==> config.mk <==
export PLATFORM = sky130hd
export DESIGN_NAME = mux_scan_sequencer
export DESIGN_NICKNAME = d
export VERILOG_FILES = /design/src/rtl/mux_scan_sequencer_pkg.sv /design/src/rtl/mux_scan_sequencer_prio_enc8.sv /design/src/rtl/mux_scan_sequencer.sv
export SDC_FILE = /design/constraint.sdc
export NUM_CORES = 1
export LEC_CHECK = 0
export CAP_MARGIN = 20
export CORE_MARGIN = 5
export CORE_UTILIZATION = 45
export DETAILED_ROUTE_END_ITERATION = 7
export GPL_ROUTABILITY_DRIVEN = 0
export PLACE_DENSITY = 0.71
export SYNTH_ARGS = -nofsm -noshare
export SYNTH_HDL_FRONTEND = slang
export SYNTH_HIERARCHICAL = 1
export SYNTH_SLANG_ARGS = --single-unit
==> constraint.sdc <==
create_clock -name clk -period 1.6 [get_ports clk]
set_input_delay 0.32 -clock clk [delete_from_list [all_inputs] [get_ports clk]]
set_output_delay 0.32 -clock clk [all_outputs]
set_load 0.01 [all_outputs]
==> src/rtl/mux_scan_sequencer_pkg.sv <==
// Shared definitions for the mux scan sequencer.
//   N_CH    : number of channels behind the downstream mux (8)
//   SEL_W   : width of the channel select (3)
//   state_t : scan FSM state encoding
package mux_scan_sequencer_pkg;

    localparam int N_CH  = 8;
    localparam int SEL_W = 3;

    typedef enum logic [2:0] {
        ST_IDLE   = 3'd0,
        ST_SELECT = 3'd1,
        ST_SETTLE = 3'd2,
        ST_SAMPLE = 3'd3,
        ST_DONE   = 3'd4
    } state_t;

endpackage

==> src/rtl/mux_scan_sequencer_prio_enc8.sv <==
// prio_enc8: lowest-set-bit encoder over an 8-bit vector.
// Ports:
//   vec  in  8  request vector
//   idx  out 3  index of the lowest set bit (0 when vec is empty)
//   none out 1  high when vec has no bit set
module prio_enc8
    import mux_scan_sequencer_pkg::*;
(
    input  logic [N_CH-1:0]  vec,
    output logic [SEL_W-1:0] idx,
    output logic             none
);

    // Walk from the top down so the lowest set bit is the last one written.
    always_comb begin
        idx  = '0;
        none = 1'b1;
        for (int i = N_CH - 1; i >= 0; i--) begin
            if (vec[i]) begin
                idx  = SEL_W'(i);
                none = 1'b0;
            end
        end
    end

endmodule

==> src/rtl/mux_scan_sequencer.sv <==
// mux_scan_sequencer: walks the channels set in a latched mask through an
// external 8:1 mux, waits a programmable settle time on each, samples the
// mux output into a result byte and presents it with a valid/ready handshake.
// Ports:
//   clk       in  1         rising-edge clock
//   rst_n     in  1         synchronous active-low reset
//   start     in  1         scan request (IDLE only)
//   abort     in  1         cancel the scan in progress
//   ch_mask   in  8         channels to scan, latched at start
//   settle    in  SETTLE_W  extra wait cycles per channel, latched at start
//   mux_en    out 1         downstream mux enable
//   mux_sel   out 3         downstream mux select
//   mux_y     in  1         downstream mux output
//   busy      out 1         high whenever the FSM is not in IDLE
//   out_valid out 1         scan result valid
//   out_ready in  1         consumer accepts the result
//   out_data  out 8         one sampled bit per channel, unscanned bits 0
module mux_scan_sequencer
    import mux_scan_sequencer_pkg::*;
#(
    parameter int SETTLE_W = 2
) (
    input  logic                clk,
    input  logic                rst_n,
    input  logic                start,
    input  logic                abort,
    input  logic [N_CH-1:0]     ch_mask,
    input  logic [SETTLE_W-1:0] settle,
    output logic                mux_en,
    output logic [SEL_W-1:0]    mux_sel,
    input  logic                mux_y,
    output logic                busy,
    output logic                out_valid,
    input  logic                out_ready,
    output logic [N_CH-1:0]     out_data
);

    state_t              state;
    state_t              next_state;
    logic [N_CH-1:0]     pending;
    logic [N_CH-1:0]     pending_left;
    logic [N_CH-1:0]     data;
    logic [SETTLE_W-1:0] settle_q;
    logic [SETTLE_W-1:0] cnt;
    logic [SEL_W-1:0]    idx_q;
    logic [SEL_W-1:0]    enc_idx;
    logic                enc_none;
    logic                handshake;
    logic                abort_hit;

    logic                mux_en_d;
    logic [SEL_W-1:0]    mux_sel_d;
    logic                busy_d;
    logic                out_valid_d;
    logic [N_CH-1:0]     out_data_d;

    prio_enc8 u_prio_enc8 (
        .vec  (pending),
        .idx  (enc_idx),
        .none (enc_none)
    );

    assign handshake = out_valid && out_ready;
    assign abort_hit = abort && (state != ST_IDLE);

    // Channels still to visit once the current one has been sampled.
    always_comb begin
        pending_left        = pending;
        pending_left[idx_q] = 1'b0;
    end

    // State register
    always_ff @(posedge clk) begin
        if (!rst_n) begin
            state <= ST_IDLE;
        end else begin
            state <= next_state;
        end
    end

    // Next-state logic; abort overrides every other transition.
    always_comb begin
        next_state = state;
        case (state)
            ST_IDLE: begin
                if (start) begin
                    next_state = (ch_mask == '0) ? ST_DONE : ST_SELECT;
                end
            end
            ST_SELECT: begin
                if (enc_none) begin
                    next_state = ST_DONE;
                end else if (settle_q != '0) begin
                    next_state = ST_SETTLE;
                end else begin
                    next_state = ST_SAMPLE;
                end
            end
            ST_SETTLE: begin
                if (cnt == SETTLE_W'(1)) begin
                    next_state = ST_SAMPLE;
                end
            end
            ST_SAMPLE: begin
                next_state = (pending_left != '0) ? ST_SELECT : ST_DONE;
            end
            ST_DONE: begin
                if (handshake) begin
                    next_state = ST_IDLE;
                end
            end
            default: next_state = ST_IDLE;
        endcase
        if (abort_hit) begin
            next_state = ST_IDLE;
        end
    end

    // Next values for the registered outputs.
    always_comb begin
        mux_en_d    = mux_en;
        mux_sel_d   = mux_sel;
        out_data_d  = out_data;
        busy_d      = (next_state != ST_IDLE);
        // Valid only from the second DONE cycle, so the result register has
        // been loaded by the time valid is seen.
        out_valid_d = (state == ST_DONE) && (next_state == ST_DONE);
        if ((next_state == ST_IDLE) || (next_state == ST_DONE)) begin
            mux_en_d  = 1'b0;
            mux_sel_d = '0;
        end else if (state == ST_SELECT) begin
            mux_en_d  = 1'b1;
            mux_sel_d = enc_idx;
        end
        // Load the result once, on entry into DONE, and hold it afterwards.
        if ((state == ST_DONE) && (next_state == ST_DONE) && !out_valid) begin
            out_data_d = data;
        end
    end

    // Scan datapath: latched request, settle counter and sampled bits.
    always_ff @(posedge clk) begin
        if (!rst_n) begin
            pending  <= '0;
            data     <= '0;
            settle_q <= '0;
            cnt      <= '0;
            idx_q    <= '0;
        end else if (abort_hit) begin
            pending <= '0;
            cnt     <= '0;
        end else begin
            case (state)
                ST_IDLE: begin
                    if (start) begin
                        pending  <= ch_mask;
                        settle_q <= settle;
                        data     <= '0;
                    end
                end
                ST_SELECT: begin
                    idx_q <= enc_idx;
                    cnt   <= settle_q;
                end
                ST_SETTLE: begin
                    cnt <= cnt - SETTLE_W'(1);
                end
                ST_SAMPLE: begin
                    data[idx_q] <= mux_y;
                    pending     <= pending_left;
                end
                default: ;
            endcase
        end
    end

    // Output registers
    always_ff @(posedge clk) begin
        if (!rst_n) begin
            mux_en    <= 1'b0;
            mux_sel   <= '0;
            busy      <= 1'b0;
            out_valid <= 1'b0;
            out_data  <= '0;
        end else begin
            mux_en    <= mux_en_d;
            mux_sel   <= mux_sel_d;
            busy      <= busy_d;
            out_valid <= out_valid_d;
            out_data  <= out_data_d;
        end
    end

endmodule

== Word level (Yosys, flattened, before mapping) ==
Index checks and enable logic that the tools add are counted.

* Register bits after elaboration: 40
* Input bits: 16
* Output and inout port bits: 14
* Word-level logic and storage cells: 80

* $add $sub $neg: 1
* Order comparisons: 2
* Equal/unequal tests: 7
* Mux-type cells: 33
* Bitwise logic cells: 4
* Reductions and logical operators: 22

{| class="wikitable"
|+ Operator list
! operator !! number
|-
| $mux 3 || 15
|-
| $pmux 8 s2 || 2
|-
| $mux 8 || 2
|-
| $pmux 3 s5 || 1
|-
| $mux 1 || 10
|-
| $and 8x8->8 || 1
|-
| $bwmux 8 || 1
|-
| $logic_not 8->1 || 1
|-
| $not 8->8 || 1
|-
| $reduce_bool 8->1 || 1
|-
| $eq 3x2->1 const B || 2
|-
| $eq 3x3->1 const B || 2
|-
| $logic_not 3->1 || 2
|-
| $reduce_and 3->1 || 2
|-
| $reduce_bool 2->1 || 3
|-
| $reduce_bool 3->1 || 2
|-
| $logic_and 1x1->1 || 5
|-
| $lt 3x4->1 const B || 1
|-
| $pmux 2 s2 || 1
|-
| $reduce_and 2->1 || 2
|-
| $reduce_or 2->1 || 2
|-
| $demux 1 s3 || 1
|-
| $eq 3x1->1 const B || 1
|-
| $ge 3x1->1 const B || 1
|-
| 6 further kinds || 7
|}

== Logic depth before layout (Yosys ltp) ==
Gate-level depths: netlist of the first run.

* Word-level depth: 14
* Gate-level depth with buffers: 6
* Mapped depth without buffers: 6

== Cells and area by module ==
The synthesis of the first run kept the hierarchy.

{| class="wikitable"
|+ Modules (own cells, without submodules)
! module !! instances !! cells an instance !! area an instance (um2) !! sequential area each (um2)
|-
| mux_scan_sequencer || 1 || 227 || 1991.9 || 800.8
|-
| prio_enc8 || 1 || 14 || 86.3 || 0.0
|}

== Worst setup path after synthesis of the first run ==
No wires, ideal clock.

* Path type: register -> register
* Start: reg state[2]
* End: reg pending[0]
* Setup time: 0.144 ns
* Arrival time: 1.453 ns
* Required time: 1.456 ns
* Path slack: 0.004 ns
* Stages on the path, launching flop included: 6
* Buffers on the path: 1
* Clock period less this slack: 1.596 ns
* Cell sequence: dfxtp_1 > or4b_1 > buf_2 > and2_0 > o21ai_0 > a21oi_1

* Cells in the longest elaborated chain, start to end: 3
* Elaborated cells on any way between the ends: 9
* Classes of those cells: eq/ne: 2; mux: 1; reduce/logical: 6

{| class="wikitable"
|+ Ends and longest elaborated chain
! item !! RTL line !! RTL
|-
| start, declared || mux_scan_sequencer.sv:38 || <nowiki>state_t state;</nowiki>
|-
| start signal, assigned || mux_scan_sequencer.sv:77 || <nowiki>state <= next_state;</nowiki>
|-
| $eq 3x2->1, or another cell as far along || mux_scan_sequencer.sv:153 || <nowiki>case (state)</nowiki>
|-
| $reduce_bool 2->1 (no line), or another cell as far along || - ||
|-
| $reduce_and 2->1 (no line) / $reduce_or 2->1 (equally long branches) || - ||
|-
| end signal, assigned || mux_scan_sequencer.sv:156 || <nowiki>pending <= ch_mask;</nowiki>
|-
| end signal, assigned || mux_scan_sequencer.sv:170 || <nowiki>pending <= pending_left;</nowiki>
|-
| end, declared || mux_scan_sequencer.sv:40 || <nowiki>logic [N_CH-1:0] pending;</nowiki>
|}

Parallel ways exist; a longest one is shown, timed or not.
A chain may end at the register's enable or synchronous reset.

== Worst setup path in the final report of the first run ==
* Start: reg idx_q[2]
* End: reg state[0]

* Cells in the longest elaborated chain, start to end: 10
* Elaborated cells on any way between the ends: 11
* Classes of those cells: order compare: 2; mux: 5; bitwise: 2; reduce/logical: 2

{| class="wikitable"
|+ Ends and longest elaborated chain
! item !! RTL line !! RTL
|-
| start, declared || mux_scan_sequencer.sv:45 || <nowiki>logic [SEL_W-1:0] idx_q;</nowiki>
|-
| start signal, assigned || mux_scan_sequencer.sv:162 || <nowiki>idx_q <= enc_idx;</nowiki>
|-
| $lt 3x4->1 (implied by the code) / $ge 3x1->1 (equally long branches) || mux_scan_sequencer.sv:69 || <nowiki>pending_left[idx_q] = 1'b0;</nowiki>
|-
| $logic_and 1x1->1 (implied by the code) || mux_scan_sequencer.sv:69 ||
|-
| $mux 1 (implied by the code) || mux_scan_sequencer.sv:69 ||
|-
| $demux 1 s3 * || mux_scan_sequencer.sv:69 ||
|-
| $not 8->8 (no line) * || - ||
|-
| $and 8x8->8 (no line) * || - ||
|-
| $reduce_bool 8->1 * || mux_scan_sequencer.sv:105 || <nowiki>next_state = (pending_left != '0) ? ST_SELECT : ST_DONE;</nowiki>
|-
| $mux 3 * || mux_scan_sequencer.sv:105 ||
|-
| $pmux 3 s5 * || mux_scan_sequencer.sv:84 || <nowiki>case (state)</nowiki>
|-
| $mux 3 * || mux_scan_sequencer.sv:114 || <nowiki>if (abort_hit) begin</nowiki>
|}

Mark *: on every way between the ends. The rest lies on a longest branch, timed or not.

==> results.md, run 1 <==
- The run finished with clean final reports.
- The kind of path behind the tightest hold check is reg2reg.
- For this run, the share of the core covered by cells in the final layout is 0.685.
- The clock root buffer master is clkbuf_8.
- The average routed wire per standard cell is 14.7 um.
- The endpoint class of the critical path is a flop.
- The H-tree generated during clock tree synthesis spans 2 levels.
- Of the total power, the clock network draws 0.205.
- The number of pins exceeding their max-slew limit in the final report is 0.
- The number of optimization iterations in the first detailed-route pass is 4.
- The sequential area share after synthesis is 0.385.
- The maximum number of pins on one net before global-route repair is 15.
- The area growth from synthesis to layout is 45.4%.
- The aggregate negative setup slack is 0 ns.
- Power spread over the standard cell area amounts to 1380 nW/um^2.
- The worst setup path is launched from a flop.
- The final global-route overflow total is 0.
- VDD sags by at most 0.826 mV.
- The most common cell after layout, fill and taps aside is buf_4.
- The clock net in this run drives a total of 40 sinks.
- The most frequently used flop master after synthesis is dfxtp_1.
- Summing all placed instances gives a cell area of 2780 um^2.
- The total vias in the final route is 2,010.
- Setup repair after global routing could not meet its margin everywhere.
- Measured in cells, the most critical reg-to-reg path has a length of 7.
- The number of setup buffers added after CTS is 0.
- Measured against its own limit, the worst slew margin works out to 0.764.
- Internal power comes to 2.67 mW.
- For this run, the total global-route usage over all layers was measured as 0.179.
- The top cell types in the final layout, fill and taps aside, are buf_4, dfxtp_1, nand2_1, clkdlybuf4s50_1, a21oi_1.
- The share of total power dissipated in combinational logic is 0.483.
- The end of the worst register-to-register path is state[0]$_SDFF_PN0_.
- The peak fanout along the critical path is 6.
- In the final layout, the share of cells above drive strength 1 is 0.307.
- The number of fill cells is 342.
- The post-detailed-route DRC marker count is 0.
- The endpoint of the worst hold-timing path is data[6]$_SDFFE_PN0P_.
- The sequential cells in the finished layout cover a total of 820 um^2.
- Counting along the longest clock path gives a buffer depth of 2.
- The via count of the first global-routing pass is 1,908.
- The worst hold path begins at data[6]$_SDFFE_PN0P_.
- Of the total power, the share spent switching nets is 0.358.
- The first global-routing pass estimated 8850 um of wire.
- The warning count from the yosys run is 6.
- The count of input and output buffers is 29.
- Across the run, the number of max-cap violations was 0.
- The timing-limited maximum frequency is 645 MHz.
- The total area inside the core boundary comes to 4410 um^2.
- The startpoint identified for the worst register-to-register timing path is idx_q[2]$_SDFFE_PN0P_.
- The die outline area is 6080 um^2.
- The count of nets left with antenna violations once routing finished came out at 0.
- Between clock sinks in the finished design, the worst skew comes to 0.00739 ns.
- The number of instances on the worst hold path is 2.
- The clock reaches the later pin of the worst-skew pair after 0.30 ns.
- The final instance count without filler cells is 371.
- The worst endpoint required time is 1.77 ns.
- In this run the count of I/O pins placed on the die edge is 30.
- The repair_antennas step left the layout with diodes totalling 0.
- The number of enable-type register cells in the synthesized netlist is 0.
- In this run, post-CTS hold repair placed 0 buffers.
- After the first detailed-routing iteration, the DRC count stood at 111.
- The placed wire-length estimate after detailed placement is 4130 um.
- The average via count per standard cell is 5.42.
- Counting flops and latches in the post-synthesis netlist gives 40.
- The slew of the pin with the lowest slew margin is 0.354 ns.
- In this run the static leakage power is 1.27 nW.
- A synthesized cell averages 8.62 um^2.
- From left edge to right edge, the die measures 78.0 um.
- The synthesized instance count is 241.
- The final count of negative-setup-slack endpoints is 0.
- The area of the mapped netlist is 2080 um^2.
- The analysis attributes to net switching a power of 1.49 mW.
- The number of hold violations in the final report came to 0.
- Of all flip-flops after synthesis, the portion carrying an async set or reset was 0.
- The count of placed standard cells including taps is 363.
- The worst path needs 1.55 ns of the cycle, external delays included.
- The number of cell rows is 24.
- Of the available clock period, the critical path in the final layout requires 0.969.
- The effective utilization at floorplan is 0.471.
- The post-route cell area is 3020 um^2.
- Summed over all layers, the routed wires come to 5460 um.
- Hold timing on the final database bottoms out at a slack of 0.468 ns.
- After synthesis, the netlist uses 51 different library cells.
- The kind of critical path is reg2reg.
- In the final layout, the multi-input gates occupy 1270 um^2.
- The number of nets in the synthesized netlist is 258.
- The initial antenna violation count came to 0.
- The die extent in y is 78.0 um.
- The clock transition at the registers of the reported paths is 0.09 ns.
- Data arrives at the worst endpoint at 1.72 ns.
- The flop-to-flop setup slack is 0.05 ns.
- The CTS tree is built.
- The layout net count is 335.
- In this run, CTS created clock tree buffers numbering 5.
- The sequential group share of total power is 0.312.
how the worst max path moves through the flow:
| stage | startpoint | end | slack (ns) | cells past startpoint |
|---|---|---|---|---|
| final | idx_q[2]$_SDFFE_PN0P_ | state[0]$_SDFF_PN0_ | 0.05 | 7 |
| after global routing | idx_q[0]$_SDFFE_PN0P_ | state[0]$_SDFF_PN0_ | -0.01 | 6 |
| after CTS | state[1]$_SDFF_PN0_ | mux_sel[1]$_SDFFE_PP0N_ | -0.02 | 5 |
| after detailed placement | start | pending[6]$_SDFFE_PP0P_ | -0.50 | 6 |
| after global placement | start | data[0]$_SDFFE_PN0P_ | -0.44 | 6 |
| after floorplan | state[2]$_SDFF_PN0_ | pending[0]$_SDFFE_PP0P_ | 0.004 | 5 |
power by group through the flow:
stage,logic (mW),registers (mW),clock network [mW]
3_5_place_dp,1.83,1.28,0
5_1_grt,2.17,1.32,0.903
6_report,2.01,1.30,0.854
4_1_cts,1.91,1.27,0.875
2_1_floorplan,1.00,1.28,0
3_3_place_gp,1.79,1.28,0
cell usage after synthesis (all sizes together), types with 2 or more instances:
cell type	instances	share of area
nor3	4	0.0096
o21ai	11	0.026
nor4b	3	0.013
nand2	29	0.056
a211oi	3	0.011
inv	6	0.011
o22ai	5	0.015
mux2i	22	0.11
nand3	4	0.0096
buf	9	0.025
a21oi	29	0.082
nor4	4	0.019
nor3b	2	0.013
dfxtp	40	0.39
a21boi	3	0.011
nor2b	16	0.048
nand3b	3	0.011
or3	4	0.012
and2	3	0.0090
nor2	17	0.032
a22o	2	0.0084
clkbuf	4	0.0078
per-layer routing:
| metal | global-route usage | up-vias | wire length, um |
|---|---|---|---|
| met5 | 0 | - | 0 |
| met4 | 0.0507 | 0 | 68 |
| met3 | 0.0370 | 9 | 172 |
| met2 | 0.306 | 47 | 2680 |
| met1 | 0.227 | 939 | 2550 |
| li1 | - | 1015 | - |
layout make-up:
class / count / share of cell area
Clock buffer: 5 / 0.0228
Clock inverter: 3 / 0.0157
Inverter: 6 / 0.00745
Tap cell: 52 / 0.0215
Timing Repair Buffer: 83 / 0.241
Sequential cell: 40 / 0.271
Multi-Input combinational cell: 182 / 0.420
worst max-delay path: stages (launching register included):
cell and delay (ns):
dfxtp_2 0.34, buf_4 0.13, nor4bb_1 0.26, a211oi_1 0.08, buf_4 0.15, nor4_4 0.18, buf_4 0.19, o22ai_1 0.09
repair_timing:
item                                    4_1_cts  5_1_grt
pin swaps                                     5        4
hold endpoints to repair                      0        0
gates resized for setup                      23       27
cloned                                        0        0
endpoints found under the setup margin       20       24
sequential cells by signal, indices dropped and copies added, names as in the netlist, 2 cells and up:
name / count
settle_q: 2
data: 8
cnt: 2
mux_sel: 3
pending: 8
state: 3
idx_q: 3
out_data: 8
metrics by stage:
stage,power [mW],setup slack (ns)
2_1_floorplan,2.28,0.00362
3_3_place_gp,3.07,-0.442
3_5_place_dp,3.11,-0.499
4_1_cts,4.05,-0.0210
5_1_grt,4.40,-0.0117
6_report,4.17,0.0488
logic make-up after synthesis:
| group | Yosys count | synth area share |
|---|---|---|
| muxes | 22 | 0.106 |
| buffers and inverters | 19 | 0.0433 |
| adders and majority gates | 1 | 0.00602 |
| AOI/OAI and AO/OA | 61 | 0.189 |
| DFF | 40 | 0.385 |
| and+or+nand+nor | 98 | 0.270 |
(Power assumes the default switching activity.)
==> run 2, diff against run 1 <==
Settings changed: DONT_BUFFER_PORTS set to 1, PLACE_DENSITY 0.71 to unset.
==> results.md, run 2 (same netlist as run 1, synthesis figures left out) <==
- The minimum period implied by the final worst setup slack is 1.58 ns.
- For this run the aggregate overflow at the end of global routing stands at 0.
- Wire segments on met3 add up to 209 um in the final route.
- Clock tree synthesis found a total of 40 sinks.
- Hold repair after CTS inserted 0 buffers.
- In the routed layout, each cell is associated on average with a via count of 5.55.
- Setup repair after global routing could not meet its margin everywhere.
- The clock latency reported for the late side of the worst-skew pair is 0.30 ns.
- The post-synthesis to final-layout area growth is 26.5%.
- At the placement stage, the worst setup path has a slack of -0.0703 ns.
- The portion of the clock cycle consumed by the worst path in the final layout is 0.989.
- The DRC marker count from the first detailed-route iteration is 69.
- The number of instances on the worst hold path is 2.
- The number of fill cells is 420.
- The total vias in the final route is 1,844.
- The global router's overall resource usage is 0.174.
- The most common cell after layout, fill and taps aside is buf_4.
- The most numerous cell type found on the critical path is buf_4.
- The remaining max-slew budget at the tightest pin is 0.708.
- The cell type group with the largest total delay on the critical path is simple AND/OR/NAND/NOR gates.
- The number of cells on the critical path is 6.
- The detailed router put a total of 2470 um of wire on met1.
- The timing-limited maximum frequency is 632 MHz.
- The layout net count is 296.
- During I/O placement, the number of pins put on the boundary was 30.
- In the post-route analysis, the smallest setup slack over all paths is 0.0175 ns.
- The final count of negative-setup-slack endpoints is 0.
- Counting tap cells, the placed design contains a total of 323 instances.
- VDD sags by at most 0.936 mV.
- The initial antenna violation count was 0.
- The kind of path behind the tightest hold check is in2reg.
- The endpoint arrival time on the critical path is 1.75 ns.
- The number of max-cap violations is 0.
- The count of nets left with antenna violations once routing finished came out at 0.
- The H-tree was split into 2 levels.
- The number of optimization iterations in the first detailed-route pass is 4.
- Dividing the detail-routed wire length by the instance count gives 15.7 um.
- The overall routed net length is 5230 um.
- The via count of the first global-routing pass came to 1,756.
- Entering global routing, the biggest net connects 19 pins.
- The maximum buffer depth of the clock tree is 2.
- The number of pins exceeding their max-slew limit in the final report came to 0.
- Clock skew on the completed layout was measured at 0.00685 ns.
- The endpoint class of the critical path is a flop.
- The met2 wire length is 2450 um.
- For this run, design rule violations remaining after detail routing come to 0.
- The floorplan step defined a die boundary enclosing 6080 um^2.
- Routed signal wires occupy layers up through met4.
- The worst setup path is launched from a flop.
- The number of cell rows is 24.
- The layout cell share with drive strength beyond 1 is 0.318.
- The horizontal die dimension is 78.0 um.
- After clock tree synthesis, the clock-pin slew on the worst setup and hold paths is 0.08 ns.
- Traced cell by cell, the critical path runs through buf_4 > nor4_2 > nor3_2 > nor4_4 > buf_4 > o22ai_1.
- Once layout is complete, the cells apart from fillers number 332.
- The number of hold violations in the final report is 0.
- The power per standard cell area is 1450 nW/um^2.
- For this design, the slowest cell found on the critical path is dfxtp_2.
- The run finished with clean final reports.
- The count of input and output buffers is 0.
- The clock root buffer master is clkbuf_8.
- The kind of critical path is reg2reg.
- After floorplanning, the core was sized to cover 4410 um^2.
- The CTS tree is built.
- The initial utilization of the core area, before any placement, comes to 0.471.
- The placed wire-length estimate after detailed placement is 3830 um.
- Summing all multi-input logic gate instances after layout gives 1270 um^2.
- The first-pass GRT wire length is 8510 um.
- The total clock buffers created by CTS is 5.
- For the worst flop-to-flop path, the logic depth is 6.
- In this design, the stage delay of the slowest critical-path cell is 0.34 ns.
- The top cell types in the final layout, fill and taps aside, are buf_4, dfxtp_1, a21oi_1, nand2_1, mux2i_1.
- The count of inserted antenna diode cells is 0.
- The flop-to-flop setup slack is 0.02 ns.
- Data on the critical path is required at its endpoint by 1.77 ns.
- The slew of the pin with the lowest slew margin is 0.436 ns.
- The die is 78.0 um tall.
- The largest registers in the layout are data: 8 flops, out_data: 8 flops, pending: 8 flops.
- The analysis attributes to cell leakage a power of 1.09 nW.
- The buffer and inverter count on the worst path is 2.
- Summing all flip-flop and latch instances after layout gives 815 um^2.
- Of all nets on the critical path, the largest fanout is 6.
-- run 2: cell types whose count changed in the layout (fill, tap and decap cells not counted), moves of 4 or more --
cell             previous run  this run
clkdlybuf4s50_1            27         0
o21ai_1                    10         2
nand2_2                     0         4
o21ai_0                     1         9
nand2_1                    28        24
buf_4                      48        38
-- run 2: metal layers --
layer | vias up | track usage
met5 | - | 0
met2 | 31 | 0.290
met1 | 866 | 0.220
met3 | 9 | 0.0451
li1 | 938 | -
met4 | 0 | 0.0557
-- run 2: area by class of cell --
cell class / count / share of cell area
Multi-Input combinational cell: 182 / 0.484
Tap cell: 52 / 0.0248
Timing Repair Buffer: 44 / 0.136
Clock buffer: 6 / 0.0314
Sequential cell: 40 / 0.310
Clock inverter: 2 / 0.00571
Inverter: 6 / 0.00857
-- run 2: path summary, 6_finish.rpt --
path	endpoint	start
worst max-delay path	state[0]$_SDFF_PN0_	idx_q[0]$_SDFFE_PN0P_
worst min-delay path	pending[5]$_SDFFE_PP0P_	ch_mask[5]
worst max register to register	state[0]$_SDFF_PN0_	idx_q[0]$_SDFFE_PN0P_
worst min register to register	data[7]$_SDFFE_PN0P_	data[7]$_SDFFE_PN0P_
-- run 2: what timing repair did --
| item | 4_1_cts | 5_1_grt |
|---|---|---|
| gates resized for setup | 5 | 32 |
| setup buffers | 1 | 0 |
| pin swaps | 1 | 11 |
| hold endpoints to repair | 0 | 0 |
| endpoints found under the setup margin | 21 | 32 |
-- run 2: power by group --
part	switching, mW	total (mW)	internal, mW
clock	0.376	0.725	0.349
combinational	0.917	1.79	0.877
sequential	0.144	1.29	1.15
total	1.44	3.81	2.37
-- run 2: metrics by stage --
step                instance area, um^2  TNS, ns  total power, mW  utilization  hold WS (ns)
finish                             2630        0             3.81        0.596         0.143
global route                       2630   -0.464             4.06        0.596         0.136
CTS                                2530        0             3.70        0.573         0.138
detailed placement                 2400   -0.710             2.93        0.545         0.455
global placement                   2400   -0.404             2.91        0.545         0.451
floorplan                          2080        0             2.28            -         0.438
==> RTL change: new RTL, settings of run 1 <==
The 5 states of `state_t` get a one-hot encoding in 5 bits.
--- a/src/rtl/mux_scan_sequencer_pkg.sv
+++ b/src/rtl/mux_scan_sequencer_pkg.sv
@@ -8,10 +8,10 @@
     localparam int SEL_W = 3;
 
-    typedef enum logic [2:0] {
-        ST_IDLE   = 3'd0,
-        ST_SELECT = 3'd1,
-        ST_SETTLE = 3'd2,
-        ST_SAMPLE = 3'd3,
-        ST_DONE   = 3'd4
+    typedef enum logic [4:0] {
+        ST_IDLE   = 5'b00001,
+        ST_SELECT = 5'b00010,
+        ST_SETTLE = 5'b00100,
+        ST_SAMPLE = 5'b01000,
+        ST_DONE   = 5'b10000
     } state_t;
 
Check against the original RTL: same outputs for any inputs over 10 cycles, from zero or initial values and one cycle with rst_n low; not proved beyond that.
==> RTL change against run 1 <==
- synthesized area is 6.2% higher
- global-route usage is 0.077 points lower
- sequential cell count is 2 higher
- worst setup slack worse by 0.022 ns
- count of clock-buffer cells in the layout is 1 higher
- wire length is 3.0% lower
- cell area is 0.79% lower
Power is not compared: it rests on default switching activity, and its combinational part moved more than twofold at a synthesized area within 25%.
==> RTL change: results (changes against run 1) <==
Drt
  • Routed wire per std cell: 13.45 um (was 14.73 um)
  • Met1 wire length: 2.587 mm (was 2.547 mm)
  • DRT iter0 DRCs: 161 (was 111)
  • 1st-pass router iterations: 5 (was 4)
  • Via count: 2073 (was 2010)
  • Wire length on met2: 2.375 mm (was 2.677 mm)
  • Vias/cell: 5.261 (was 5.418)

Outcome
  • Outcome: completed (unchanged)

Global route
  • Grt met1 use: 0.2522 (was 0.2270)
  • Met3 GRT Util: 0.03160 (was 0.03704)
  • M2 GR Usage: 0.2773 (was 0.3055)
  • Vias in the first global route: 1894 (was 1908)

Critical path
  • CP max stage cell: dfxtp_1 (was dfxtp_2)
  • R2R Setup Slk: 0.03 ns (was 0.05 ns)
  • R2R Path Start: pending[2]$_SDFFE_PP0P_ (was idx_q[2]$_SDFFE_PN0P_)

Layout
  • Final #Nets: 343 (was 335)
  • Fraction of layout cells with a size suffix above 1: 0.2446 (was 0.3072)
  • NonClk Buf Share: 0.1932 (was 0.2410)
  • Repair and plain buffers: 67 (was 83)

Synth
  • Area share of fa/ha/maj cells after synthesis: 0.005669 (was 0.006020)
  • Xor/xnor share of the synthesized area: 0.003968 (was 0)
  • Synth Cell Area: 2207 um2 (was 2078 um2)
  • Largest cells by area after synthesis: dfxtp_1 (38%), mux2i_1 (6.8%), nand2_1 (6.5%) (was dfxtp_1 (39%), mux2i_1 (11%), a21oi_1 (6.3%))
  • Post-synthesis mux area share: 0.08333 (was 0.1060)
  • Post-synthesis compound-gate area fraction: 0.1888 (was 0.1890)
  • Post-Syn Nets: 283 (was 258)

Timing
  • Slew HR: 0.7289 (was 0.7641)
  • Hold WS: 0.3558 ns (was 0.4682 ns)
  • Fin Clk Skew: 0.007409 ns (was 0.007386 ns)

Place
  • DP Area: 2783 um2 (was 2784 um2)
  • Cells after DPL: 385 (was 363)
  • Detailed Place HPWL: 3.901 mm (was 4.125 mm)

Min path
  • Hold Crit Class: primary input to register (was register to register)
  • Hold Crit Depth: 3 (was 2)
  • Hold Startpoint: ch_mask[4] (was data[6]$_SDFFE_PN0P_)

Clock network
  • Resized Gates After CTS: 10 (was 23)
[RTL change: power by group through the flow]
stage	Sequential, W	Clock, W	Combinational [W]
2_1_floorplan	0.00113	0	0.000288
3_3_place_gp	0.00114	0	0.000462
3_5_place_dp	0.00114	0	0.000467
4_1_cts	0.00112	0.000842	0.000478
5_1_grt	0.00113	0.000905	0.000540
6_report	0.00112	0.000831	0.000500
[RTL change: worst max-delay path by stage]
stage,cells after the start,to,slack [ns],start
floorplan,6,data[0]$_SDFFE_PN0P_,0.05,state[3]$_SDFF_PN0_
global placement,6,mux_sel[2]$_SDFFE_PP0P_,-0.34,ch_mask[2]
detailed placement,6,mux_en$_SDFFE_PP0P_,-0.40,ch_mask[2]
CTS,6,mux_sel[0]$_SDFFE_PP0P_,0.004,ch_mask[3]
global route,7,mux_sel[0]$_SDFFE_PP0P_,-0.09,state[2]$_SDFF_PN0_
finish,7,mux_en$_SDFFE_PP0P_,0.03,pending[2]$_SDFFE_PP0P_
